$ cat config.mk
export PLATFORM = sky130hd
export DESIGN_NAME = cache_arbiter_flat
export DESIGN_NICKNAME = d
export VERILOG_FILES = /design/src/rtl/cache_arbiter_if.sv /design/src/rtl/cache_arbiter.sv /design/src/flat_wrapper.sv
export SDC_FILE = /design/constraint.sdc
export NUM_CORES = 1
export LEC_CHECK = 0
export BUFFER_PORTS_ARGS = -buffer_cell sky130_fd_sc_hd__buf_4
export CORE_AREA = 2 2 532 534
export DETAILED_ROUTE_END_ITERATION = 10
export DIE_AREA = 0 0 534 536
export PLACE_DENSITY = 0.3
export SYNTH_ARGS = -nofsm -noshare
export SYNTH_HDL_FRONTEND = slang
export SYNTH_SLANG_ARGS = --single-unit
$ cat constraint.sdc
create_clock -name clk -period 1.8 [get_ports clk]
set_clock_uncertainty 0.1 [all_clocks]
set_input_delay 0.36 -clock clk [delete_from_list [all_inputs] [get_ports clk]]
set_output_delay 0.36 -clock clk [all_outputs]
set_load 0.1 [all_outputs]
$ cat src/rtl/cache_arbiter_if.sv
// Bundle of icache, dcache and memory line-port signals shared by cache_arbiter.
// The arbiter uses the slave view; the caches/memory side (or a bench) uses master.
interface cache_arbiter_if #(
  parameter int ADDR_WIDTH = 32,
  parameter int LINE_WIDTH = 256
);
  logic                  i_read;
  logic [ADDR_WIDTH-1:0] i_addr;
  logic [LINE_WIDTH-1:0] i_rdata;
  logic                  i_resp;
  logic                  d_read;
  logic                  d_write;
  logic [ADDR_WIDTH-1:0] d_addr;
  logic [LINE_WIDTH-1:0] d_wdata;
  logic [LINE_WIDTH-1:0] d_rdata;
  logic                  d_resp;
  logic                  mem_read;
  logic                  mem_write;
  logic [ADDR_WIDTH-1:0] mem_addr;
  logic [LINE_WIDTH-1:0] mem_wdata;
  logic [LINE_WIDTH-1:0] mem_rdata;
  logic                  mem_resp;

  modport slave (
    input  i_read, i_addr, d_read, d_write, d_addr, d_wdata, mem_rdata, mem_resp,
    output i_rdata, i_resp, d_rdata, d_resp, mem_read, mem_write, mem_addr, mem_wdata
  );

  modport master (
    output i_read, i_addr, d_read, d_write, d_addr, d_wdata, mem_rdata, mem_resp,
    input  i_rdata, i_resp, d_rdata, d_resp, mem_read, mem_write, mem_addr, mem_wdata
  );
endinterface

$ cat src/rtl/cache_arbiter.sv
// Serializes icache line reads and dcache reads/write-backs onto one memory line port,
// round-robin on conflict, with the granted request latched for the whole transaction.
module cache_arbiter #(
  parameter int ADDR_WIDTH = 32,
  parameter int LINE_WIDTH = 256
) (
  input  logic             clk,
  input  logic             rst,
  cache_arbiter_if.slave   bus
);

  typedef enum logic [1:0] {
    s_idle,
    s_icache,
    s_dcache
  } state_t;

  state_t                state, next_state;
  logic                  last_grant;
  logic [ADDR_WIDTH-1:0] req_addr;
  logic [LINE_WIDTH-1:0] req_wdata;
  logic                  req_write;

  logic i_req, d_req;
  logic take_i, take_d;
  logic mem_read, mem_write, i_resp, d_resp;

  assign i_req = bus.i_read;
  assign d_req = bus.d_read | bus.d_write;

  // NOTE: every signal driven here gets a default first so no path leaves it unassigned (no latches).
  always_comb begin
    next_state = state;
    take_i     = 1'b0;
    take_d     = 1'b0;
    mem_read   = 1'b0;
    mem_write  = 1'b0;
    i_resp     = 1'b0;
    d_resp     = 1'b0;
    case (state)
      s_idle: begin
        if (i_req && (!d_req || last_grant)) begin
          take_i     = 1'b1;
          next_state = s_icache;
        end else if (d_req) begin
          take_d     = 1'b1;
          next_state = s_dcache;
        end
      end
      s_icache: begin
        mem_read  = ~req_write;
        mem_write = req_write;
        if (bus.mem_resp) begin
          i_resp     = ~rst;
          next_state = s_idle;
        end
      end
      s_dcache: begin
        mem_read  = ~req_write;
        mem_write = req_write;
        if (bus.mem_resp) begin
          d_resp     = ~rst;
          next_state = s_idle;
        end
      end
      default: next_state = s_idle;
    endcase
  end

  // NOTE: state registers use non-blocking assignments so every flop samples pre-edge values.
  always_ff @(posedge clk) begin
    if (rst) begin
      state      <= s_idle;
      last_grant <= 1'b1;
      req_addr   <= '0;
      req_wdata  <= '0;
      req_write  <= 1'b0;
    end else begin
      state <= next_state;
      if (take_i) begin
        req_addr   <= bus.i_addr;
        req_write  <= 1'b0;
        last_grant <= 1'b0;
      end else if (take_d) begin
        req_addr   <= bus.d_addr;
        req_wdata  <= bus.d_wdata;
        req_write  <= bus.d_write;  // write wins when read and write are both raised
        last_grant <= 1'b1;
      end
    end
  end

  assign bus.mem_read  = mem_read;
  assign bus.mem_write = mem_write;
  assign bus.mem_addr  = req_addr;
  assign bus.mem_wdata = req_wdata;
  assign bus.i_resp    = i_resp;
  assign bus.d_resp    = d_resp;
  assign bus.i_rdata   = bus.mem_rdata;
  assign bus.d_rdata   = bus.mem_rdata;

endmodule
$ cat src/flat_wrapper.sv
// flat-port wrapper written by rule: the top's interface ports become plain ports
module cache_arbiter_flat 
#(
  parameter int ADDR_WIDTH = 32,
  parameter int LINE_WIDTH = 256
)
  (clk, rst, bus_i_read, bus_i_addr, bus_d_read, bus_d_write, bus_d_addr, bus_d_wdata, bus_mem_rdata, bus_mem_resp, bus_i_rdata, bus_i_resp, bus_d_rdata, bus_d_resp, bus_mem_read, bus_mem_write, bus_mem_addr, bus_mem_wdata);
  cache_arbiter_if #(.ADDR_WIDTH(ADDR_WIDTH), .LINE_WIDTH(LINE_WIDTH)) bus_i ();
  input  logic clk;
  input  logic rst;
  input wire logic [$bits(bus_i.i_read)-1:0] bus_i_read;
  input wire logic [$bits(bus_i.i_addr)-1:0] bus_i_addr;
  input wire logic [$bits(bus_i.d_read)-1:0] bus_d_read;
  input wire logic [$bits(bus_i.d_write)-1:0] bus_d_write;
  input wire logic [$bits(bus_i.d_addr)-1:0] bus_d_addr;
  input wire logic [$bits(bus_i.d_wdata)-1:0] bus_d_wdata;
  input wire logic [$bits(bus_i.mem_rdata)-1:0] bus_mem_rdata;
  input wire logic [$bits(bus_i.mem_resp)-1:0] bus_mem_resp;
  output wire logic [$bits(bus_i.i_rdata)-1:0] bus_i_rdata;
  output wire logic [$bits(bus_i.i_resp)-1:0] bus_i_resp;
  output wire logic [$bits(bus_i.d_rdata)-1:0] bus_d_rdata;
  output wire logic [$bits(bus_i.d_resp)-1:0] bus_d_resp;
  output wire logic [$bits(bus_i.mem_read)-1:0] bus_mem_read;
  output wire logic [$bits(bus_i.mem_write)-1:0] bus_mem_write;
  output wire logic [$bits(bus_i.mem_addr)-1:0] bus_mem_addr;
  output wire logic [$bits(bus_i.mem_wdata)-1:0] bus_mem_wdata;
  assign bus_i.i_read = bus_i_read;
  assign bus_i.i_addr = bus_i_addr;
  assign bus_i.d_read = bus_d_read;
  assign bus_i.d_write = bus_d_write;
  assign bus_i.d_addr = bus_d_addr;
  assign bus_i.d_wdata = bus_d_wdata;
  assign bus_i.mem_rdata = bus_mem_rdata;
  assign bus_i.mem_resp = bus_mem_resp;
  assign bus_i_rdata = bus_i.i_rdata;
  assign bus_i_resp = bus_i.i_resp;
  assign bus_d_rdata = bus_i.d_rdata;
  assign bus_d_resp = bus_i.d_resp;
  assign bus_mem_read = bus_i.mem_read;
  assign bus_mem_write = bus_i.mem_write;
  assign bus_mem_addr = bus_i.mem_addr;
  assign bus_mem_wdata = bus_i.mem_wdata;
  cache_arbiter #(.ADDR_WIDTH(ADDR_WIDTH), .LINE_WIDTH(LINE_WIDTH)) u_core (.clk(clk), .rst(rst), .bus(bus_i));
endmodule
==> impl_metrics.toml, run 1 <==
[synthesis]
synth-edff-count = 0
ys_seq_area_frac = 0.3875
synth_nets = 2446
ys.flop_type = "dfxtp_1"
synth_top_area_cell = "dfxtp_1"
synth_cells = 1861
syn_avg_cell_area_um2 = 8.107
synthTopCellsByArea = "dfxtp_1 39%, buf_4 26%, a21oi_1 9.6%, nand3_1 9.6%, o21ai_0 8.4%"
netlist_area_um2 = 15090
ys_ff_latch = 292
ys.warnings.count = 0
yosysTopAreaCellShare = 0.3875
ys_types = 28
ys_async_sr_fraction = 0

[die]
die_x_um = 534
io_pins = 1386
rows = 195
core_um2 = 280800
die_h_um = 536
die_area_um2 = 286200
start_util = 0.05372

[sta]
setup-violations-final = 196
worst_slack_ns = -0.4272
hold_ws_ns = 0.08415
max-slew-margin-rel = 0.5716
tightest_slew_ns = 0.6427
finalHoldViolations = 0
drv_slew = 0
fin_crit_sh = 1.237
fmax_ghz = 0.4490
min_period_ns = 2.227
rsz0062_at_grt = "true"

[grt]
grt_usage = 0.1082
grt_max_degree = 86
grt_pass1_vias = 16770
antenna_found_initial = 40
grt_pass1_wl_mm = 198.6
gr-total-overflow = 0

[pwr]
p_leak_nw = 11.26
ir_drop_uv = 752.2
total_power_w = 0.03456
power_density_nw_per_um2 = 1040

[clocking]
clock_sinks = 292
cts_made_buffers = 44
ctsHtreeMaxLevel = 2
clk_pin_slew_worst_paths_ns = 0.06
cts_tree = "done"
cts_root_buffer = "clkbuf_16"
clk_path_buf_depth = 3
clock_latency_ns = 0.67

[route]
ant_nets = 0
route.detailed.drc = 0
first_iter_violations = 965
wl_met2_mm = 72.34
routed_via_density = 2.689
num_vias = 16510
wl_met3_mm = 33.52
wl_per_cell_um = 27.49
highest_layer = "met5"
drt_wl_total_mm = 168.7
drt-met1-wl_mm = 53.55
drt_pass1_iterations = 5

[worst_setup_path]
slowest_stage = "ha_4"
crit_path_end_kind = "output pin"
worstPathMaxFanout = 3
r2r_slack_ns = -0.12
setup.worst_path.start_class = "flop"
crit_family = "adder cells"
cp_cell_sequence = "inv_2, ha_4, nor2b_4, buf_12"
cp_data_required_time_ns = 1.34
path_class = "flop to output pin"
worstPathArrival_ns = 1.77
cp_slowest_stage_delay_ns = 0.34
crit_buf_inv = 2

[status]
status = "finished, violations left"
violations = "setup timing"

[placement]
place_hpwl_mm = 133.9
preCtsSetupSlack_ns = -0.1215
portBuffers = 617
gp_congestion = 0.8003

[cells_and_area]
finish.net_count = 2944
syn_to_final_growth_pct = 120.3
drive_gt1_frac = 0.6279

[worst_hold_path]
hp-class = "input pin to flop"

[run]
max_cap_violations = 0
==> synth_stat cells (2+ instances only) <==
master,number
buf_4,524
dfxtp_1,292
a21oi_1,290
nand3_1,288
o21ai_0,253
clkbuf_1,86
buf_2,47
a32oi_1,32
buf_1,14
o21ai_1,7
and2_1,3
buf_6,3
ha_1,3
inv_1,3
and3_1,2
nor2b_1,2
==> power by group <==
group / internal [W] / leakage (nW) / switching [W]
clock: 0.00502 / 0.695 / 0.00387
combinational: 0.00656 / 8.10 / 0.0110
sequential: 0.00727 / 2.47 / 0.000878
==> path summary, 6_finish.rpt <==
path,startpoint,cells past startpoint,endpoint
setup / recovery,u_core.state[1]$_SDFFE_PP0P_,4,bus_mem_read
hold / removal,bus_d_wdata[56],4,u_core.bus.mem_wdata[56]$_SDFFE_PP0P_
setup reg to reg,u_core.state[1]$_SDFFE_PP0P_,10,u_core.bus.mem_wdata[240]$_SDFFE_PP0P_
hold reg to reg,u_core.bus.mem_wdata[77]$_SDFFE_PP0P_,2,u_core.bus.mem_wdata[77]$_SDFFE_PP0P_
==> cells in the final DEF (no fill, tap or decap), types with 68 or more instances in the layout <==
cell             n
buf_12         226
dfxtp_1        128
buf_6           99
a21oi_2        135
nand3_4         68
buf_4          397
o21ai_2        133
a21oi_1        155
nand3_1        138
nand3_2         82
dfxtp_2        136
dlygate4sd3_1  322
==> flip-flops by register name, indices dropped and copies added (netlist names) <==
| name | count |
|---|---|
| u_core.bus.mem_addr | 32 |
| u_core.bus.mem_wdata | 256 |
| u_core.last_grant | 1 |
| u_core.req_write | 1 |
| u_core.state | 2 |
==> per-stage QoR <==
step                      instance area (µm²)  setup TNS, ns  std cells     util
after floorplan                         15100              0       1861        -
after global placement                  21140         -7.829       5657  0.07527
after detailed placement                21140         -8.204       5657  0.07527
after CTS                               30460         -11.50       6100   0.1085
after global routing                    33240         -23.61       6138   0.1184
final                                   33240         -10.83       6139   0.1184
==> tightest hold or removal path, delay by kind of cell <==
kind | cells | cell delay [ns]
buffers and inverters | 2 | 0.27
AND/OR/NAND/NOR | 1 | 0.08
AO/OA/AOI/OAI | 1 | 0.06
==> per-layer routing <==
layer	vias up	global-route usage
met2	1203	0.1655
met4	6	0.05282
met5	-	0.006829
met3	438	0.09875
li1	7019	-
met1	7839	0.09660
==> cell families (layout without fill, tap and decap cells) <==
family,after synthesis,after routing,share of synthesized area
DFF,292,292,0.3875
buffers and inverters,677,1205,0.3042
other,0,7,0
and+or+nand+nor,300,300,0.1007
adders and majority gates,3,3,0.002488
AOI/OAI and AO/OA,589,589,0.2052
==> layout make-up <==
class | instances | area (µm²)
inverters | 3 | 11.26
multi-input cells | 892 | 7322
clock buffers | 60 | 1251
fillers | 32040 | 247600
diodes | 7 | 17.52
flip-flops and latches | 292 | 6121
repair buffers | 1126 | 13680
clock inverters | 16 | 148.9
well taps | 3743 | 4683
==> timing repair <==
action | CTS | global route
pin swaps | 132 | 180
setup endpoints to repair | 434 | 271
resized for setup | 1135 | 575
hold endpoints to repair | 290 | 0
hold buffers | 322 | 0
buffers inserted | 24 | 10
cloned | 26 | 30
Note: power is estimated with default switching activity, not from simulation.
==> run 2: changes to the inputs <==
--- a/config.mk
+++ b/config.mk
@@ -5,10 +5,11 @@
 export SDC_FILE = /design/constraint.sdc
 export NUM_CORES = 1
 export LEC_CHECK = 0
+export ABC_AREA = 1
 export BUFFER_PORTS_ARGS = -buffer_cell sky130_fd_sc_hd__buf_4
-export CORE_AREA = 2 2 532 534
+export CORE_AREA = 2 2 545 547
 export DETAILED_ROUTE_END_ITERATION = 10
-export DIE_AREA = 0 0 534 536
+export DIE_AREA = 0 0 547 549
 export PLACE_DENSITY = 0.3
 export SYNTH_ARGS = -nofsm -noshare
 export SYNTH_HDL_FRONTEND = slang
==> impl_metrics.toml, run 2 <==
[synthesis]
ys.warnings.count = 0
synthTopCellsByArea = "dfxtp_1 40%, buf_4 28%, nor2_1 13%, o21ai_0 7.8%, nand3_1 2.3%"
ys_async_sr_fraction = 0
synth_common_cells = "534 x buf_4, 513 x nor2_1, 292 x dfxtp_1"
yosysTopAreaCellShare = 0.4018
ys.flop_type = "dfxtp_1"
synth_top_area_cell = "dfxtp_1"
synth-edff-count = 0
synth_cells = 1911
syn_avg_cell_area_um2 = 7.613
ys_types = 21
ys_seq_area_frac = 0.4018
netlist_area_um2 = 14550
synth_nets = 2496
synth.most_common_cell = "buf_4"
ys_ff_latch = 292

[die]
core_um2 = 295000
io_pins = 1386
start_util = 0.04931
die_area_um2 = 300300
die_h_um = 549
die_x_um = 547
rows = 200

[sta]
max-slew-margin-rel = 0.6656
worst_slack_ns = -0.3005
tightest_slew_ns = 0.5017
min_period_ns = 2.100
setup-violations-final = 4
hold_ws_ns = 0.08557
fmax_ghz = 0.4761
drv_slew = 0
fin_crit_sh = 1.167
finalHoldViolations = 0
rsz0062_at_grt = "true"

[cells_and_area]
mostFrequentLayoutCells = "512 x nor2_1, 394 x buf_4, 322 x dlygate4sd3_1"
syn_to_final_growth_pct = 104.8
largest_register_ffs = 256
design_area_um2 = 29800
final_common_cell = "nor2_1"
fin_cells = 6356
drive_gt1_frac = 0.4483
finish.net_count = 2957

[placement]
gp_congestion = 0.7940
portBuffers = 617
place_inst = 5929
preCtsSetupSlack_ns = -0.4502
place_hpwl_mm = 131.6
placed_area_um2 = 20660

[worst_setup_path]
setup.worst_path.start_class = "flop"
worstPathArrival_ns = 1.64
crit_path_end_kind = "output pin"
cp-startpoint = "u_core.state[0]$_SDFFE_PP0P_"
cp_data_required_time_ns = 1.34
r2r_cells = 7
worstPathMaxFanout = 2
path_class = "flop to output pin"
rr_startpoint = "u_core.last_grant$_SDFFE_PP1P_"

[pwr]
p_leak_nw = 11.12
power_density_nw_per_um2 = 1195
ir_drop_uv = 671.1

[clocking]
clk_path_buf_depth = 3
clock_sinks = 292
cts_made_buffers = 46
ctsHtreeMaxLevel = 2
cts_root_buffer = "clkbuf_16"
cts_tree = "done"
clock_latency_ns = 0.67
clk_pin_slew_worst_paths_ns = 0.06

[run]
max_cap_violations = 0

[route]
num_vias = 14540
drt_wl_total_mm = 149.9
wl_per_cell_um = 23.58
routed_via_density = 2.288
ant_nets = 0
first_iter_violations = 663
drt_pass1_iterations = 5
route.detailed.drc = 0

[status]
violations = "setup timing"
status = "finished, violations left"

[grt]
grt_usage = 0.09513
grt_max_degree = 62
grt_pass1_wl_mm = 180.5
grt_pass1_vias = 14730
antenna_found_initial = 32
gr-total-overflow = 0

[worst_hold_path]
worstHoldStart = "bus_d_addr[12]"
holdPathStages = 5
hp-class = "input pin to flop"
run 2: metal layers:
metal  global-route usage  vias up  share of wire
li1                     -     6548              -
met3               0.1129      288           0.25
met4              0.03234        4          0.036
met2               0.1410     1194           0.42
met5            0.0009497        -        0.00015
met1              0.07819     6506           0.29
run 2: cells by family after synthesis:
logic type | after synthesis | share of synthesized area
buf+inv | 664 | 0.3117
compound gates | 294 | 0.1019
flops | 292 | 0.4018
simple gates | 658 | 0.1821
fa+ha+maj | 3 | 0.002580
run 2: final cells by class:
cell class              count  area (µm²)
fillers                 34040      265200
repair buffers           1038       12550
flip-flops and latches    292        6218
well taps                3939        4928
multi-input cells         955        4278
clock buffers              66        1376
clock inverters            17       254.0
inverters                  39       170.2
diodes                     10       25.02
run 2: timing repair:
action	CTS	global route
endpoints found under the hold margin	291	0
pin swaps	6	3
hold buffers	322	0
cloned	0	4
resized for setup	1156	50
setup buffers	3	5
setup endpoints to repair	339	87
run 2: metrics by stage:
step	power, W	util	setup TNS (ns)
CTS	0.03643	0.1001	-3.731
floorplan	0.02249	-	-0.1597
global route	0.03754	0.1009	-1.992
global placement	0.02217	0.07002	-27.08
detailed placement	0.02218	0.07002	-28.29
finish	0.03560	0.1010	-1.180
run 2: critical path, cell delays in order, from the launching register on:
cell and delay (ns):
dfxtp_2 0.32, inv_2 0.07, buf_6 0.10, ha_4 0.10, and3_4 0.20, buf_12 0.17
run 2: power by group:
part	total (W)	internal [W]	switching (W)
sequential	0.00873	0.00765	0.00108
clock	0.00994	0.00592	0.00402
combinational	0.0169	0.00578	0.0111
total	0.0356	0.0194	0.0162
run 2: final timing paths:
| check | end | slack (ns) |
|---|---|---|
| min | u_core.bus.mem_addr[12]$_SDFFE_PP0P_ | 0.09 |
| min reg2reg | u_core.bus.mem_addr[21]$_SDFFE_PP0P_ | 0.40 |
| max reg2reg | u_core.bus.mem_wdata[221]$_SDFFE_PP0P_ | 0.05 |
| max | bus_d_resp | -0.30 |
==> run 3: changes to the inputs <==
==> constraint.sdc (replaced) <==
create_clock -name clk -period 2.3 [get_ports clk]
set_clock_uncertainty 0.1 [all_clocks]
set_input_delay 0.46 -clock clk [delete_from_list [all_inputs] [get_ports clk]]
set_output_delay 0.46 -clock clk [all_outputs]
set_load 0.1 [all_outputs]
==> impl_metrics.toml, run 3 (synthesis gave the netlist of run 2 again) <==
[status]
status = "finished clean"

[worst_setup_path]
worstPathMaxFanout = 2
crit_buf_inv = 3
cp_data_required_time_ns = 1.74
worstPathArrival_ns = 1.65
r2r_cells = 8
setup.worst_path.start_class = "flop"
path_class = "flop to output pin"
crit_family = "flip-flops"
path_depth = 5
cp_slowest_stage_delay_ns = 0.33
slowest_stage = "dfxtp_2"
crit_path_end_kind = "output pin"
cp_cell_sequence = "inv_2, ha_4, inv_2, nor2_4, buf_12"
cp_common_cell = "inv_2"

[route]
num_vias = 14300
drt_wl_total_mm = 147.4
ant_nets = 0
drt_pass1_iterations = 5
routed_via_density = 2.283
wl_per_cell_um = 23.53
route.detailed.drc = 0
first_iter_violations = 969

[die]
core_um2 = 295000
io_pins = 1386
die_area_um2 = 300300
die_x_um = 547
rows = 200
start_util = 0.04931
die_h_um = 549

[clocking]
clock_sinks = 292
cts_root_buffer = "clkbuf_16"
ctsHtreeMaxLevel = 2
cts_made_buffers = 44
clock_latency_ns = 0.65
clk_pin_slew_worst_paths_ns = 0.06
clk_path_buf_depth = 3
cts_tree = "done"

[placement]
place_hpwl_mm = 130.3
portBuffers = 617
gp_congestion = 0.8059

[grt]
grt_usage = 0.09401
grt_max_degree = 94
antenna_found_initial = 36
grt_pass1_wl_mm = 178.1
gr-total-overflow = 0
grt_pass1_vias = 14370

[sta]
min_period_ns = 2.211
fmax_ghz = 0.4523
tns_ns = 0
rsz0062_at_grt = "true"
max-slew-margin-rel = 0.6198
drv_slew = 0
setup-violations-final = 0
hold_ws_ns = 0.08833
finalHoldViolations = 0
tightest_slew_ns = 0.5643
fin_crit_sh = 0.9613

[cells_and_area]
fin_util = 0.08395
drive_gt1_frac = 0.3279
finish.net_count = 2874
syn_to_final_growth_pct = 70.24
final_common_cell = "buf_4"
largest_register_ffs = 256
mostFrequentLayoutCells = "656 x buf_4, 512 x nor2_1, 290 x dfxtp_1"

[pwr]
ir_drop_uv = 516.5
total_power_w = 0.02441
power_density_nw_per_um2 = 985.7
p_leak_nw = 9.558

[run]
max_cap_violations = 0

[worst_hold_path]
hp-class = "input pin to flop"
holdPathStages = 3
==> run 3: cell types whose count changed in the layout (fill, tap and decap cells not counted), moves of 10 or more <==
| cell | previous run | this run |
|---|---|---|
| buf_12 | 299 | 17 |
| dfxtp_1 | 28 | 290 |
| dlygate4sd3_1 | 322 | 281 |
| buf_6 | 11 | 1 |
| buf_4 | 394 | 656 |
| o21ai_1 | 61 | 30 |
| dfxtp_4 | 17 | 0 |
| dfxtp_2 | 247 | 2 |
| o21ai_0 | 193 | 227 |
==> run 3: area by class of cell <==
type                    instances  area, µm²
diodes                          4      10.01
clock buffers                  69       1335
clock inverters                 9      112.6
fillers                     34560     270300
inverters                      39      166.4
multi-input cells             955       4227
flip-flops and latches        292       5848
well taps                    3939       4928
repair buffers                957       8142
==> run 3: per-stage QoR <==
| stage | instances | cell area (µm²) | setup WS, ns |
|---|---|---|---|
| floorplan | 1911 | 14550 | 0.2202 |
| finish | 6264 | 24770 | 0.08899 |
| CTS | 6258 | 24700 | -0.03051 |
| global placement | 5897 | 20350 | -0.008763 |
| global route | 6262 | 24760 | -0.01951 |
| detailed placement | 5897 | 20350 | -0.0006015 |
==> run 3: layer usage <==
layer  wire length [µm]  up-vias  global-route usage
met1              47240     6373             0.08561
met4               6263        8             0.03882
met5                273        -            0.006489
li1                   -     6346                   -
met3              35350      332              0.1023
met2              58300     1243              0.1323
==> run 3: power breakdown <==
group	switching, W	internal (W)
combinational	0.00863	0.00248
sequential	0.000466	0.00583
clock	0.00292	0.00409
total	0.0120	0.0124
==> run 3: final timing paths <==
path / start / end / slack (ns)
hold reg to reg: u_core.bus.mem_wdata[190]$_SDFFE_PP0P_ / u_core.bus.mem_wdata[190]$_SDFFE_PP0P_ / 0.38
hold / removal: bus_d_wdata[41] / u_core.bus.mem_wdata[41]$_SDFFE_PP0P_ / 0.09
setup / recovery: u_core.state[1]$_SDFFE_PP0P_ / bus_mem_read / 0.09
setup reg to reg: u_core.state[1]$_SDFFE_PP0P_ / u_core.bus.mem_addr[15]$_SDFFE_PP0P_ / 0.15
==> run 3: repair_timing <==
item	4_1_cts	5_1_grt
setup endpoints to repair	4	10
setup buffers	2	1
pin swaps	3	2
hold buffers	281	0
resized for setup	22	3
gates cloned	0	1
hold endpoints to repair	263	0
==> run 3: worst register-to-register path: stages (launching register included) <==
cell and delay (ns):
dfxtp_2 0.32, inv_2 0.08, ha_4 0.20, buf_4 0.40, nand4_1 0.19, nand2_1 0.09
dlygate4sd3_1 0.54, inv_1 0.04, a21oi_1 0.12
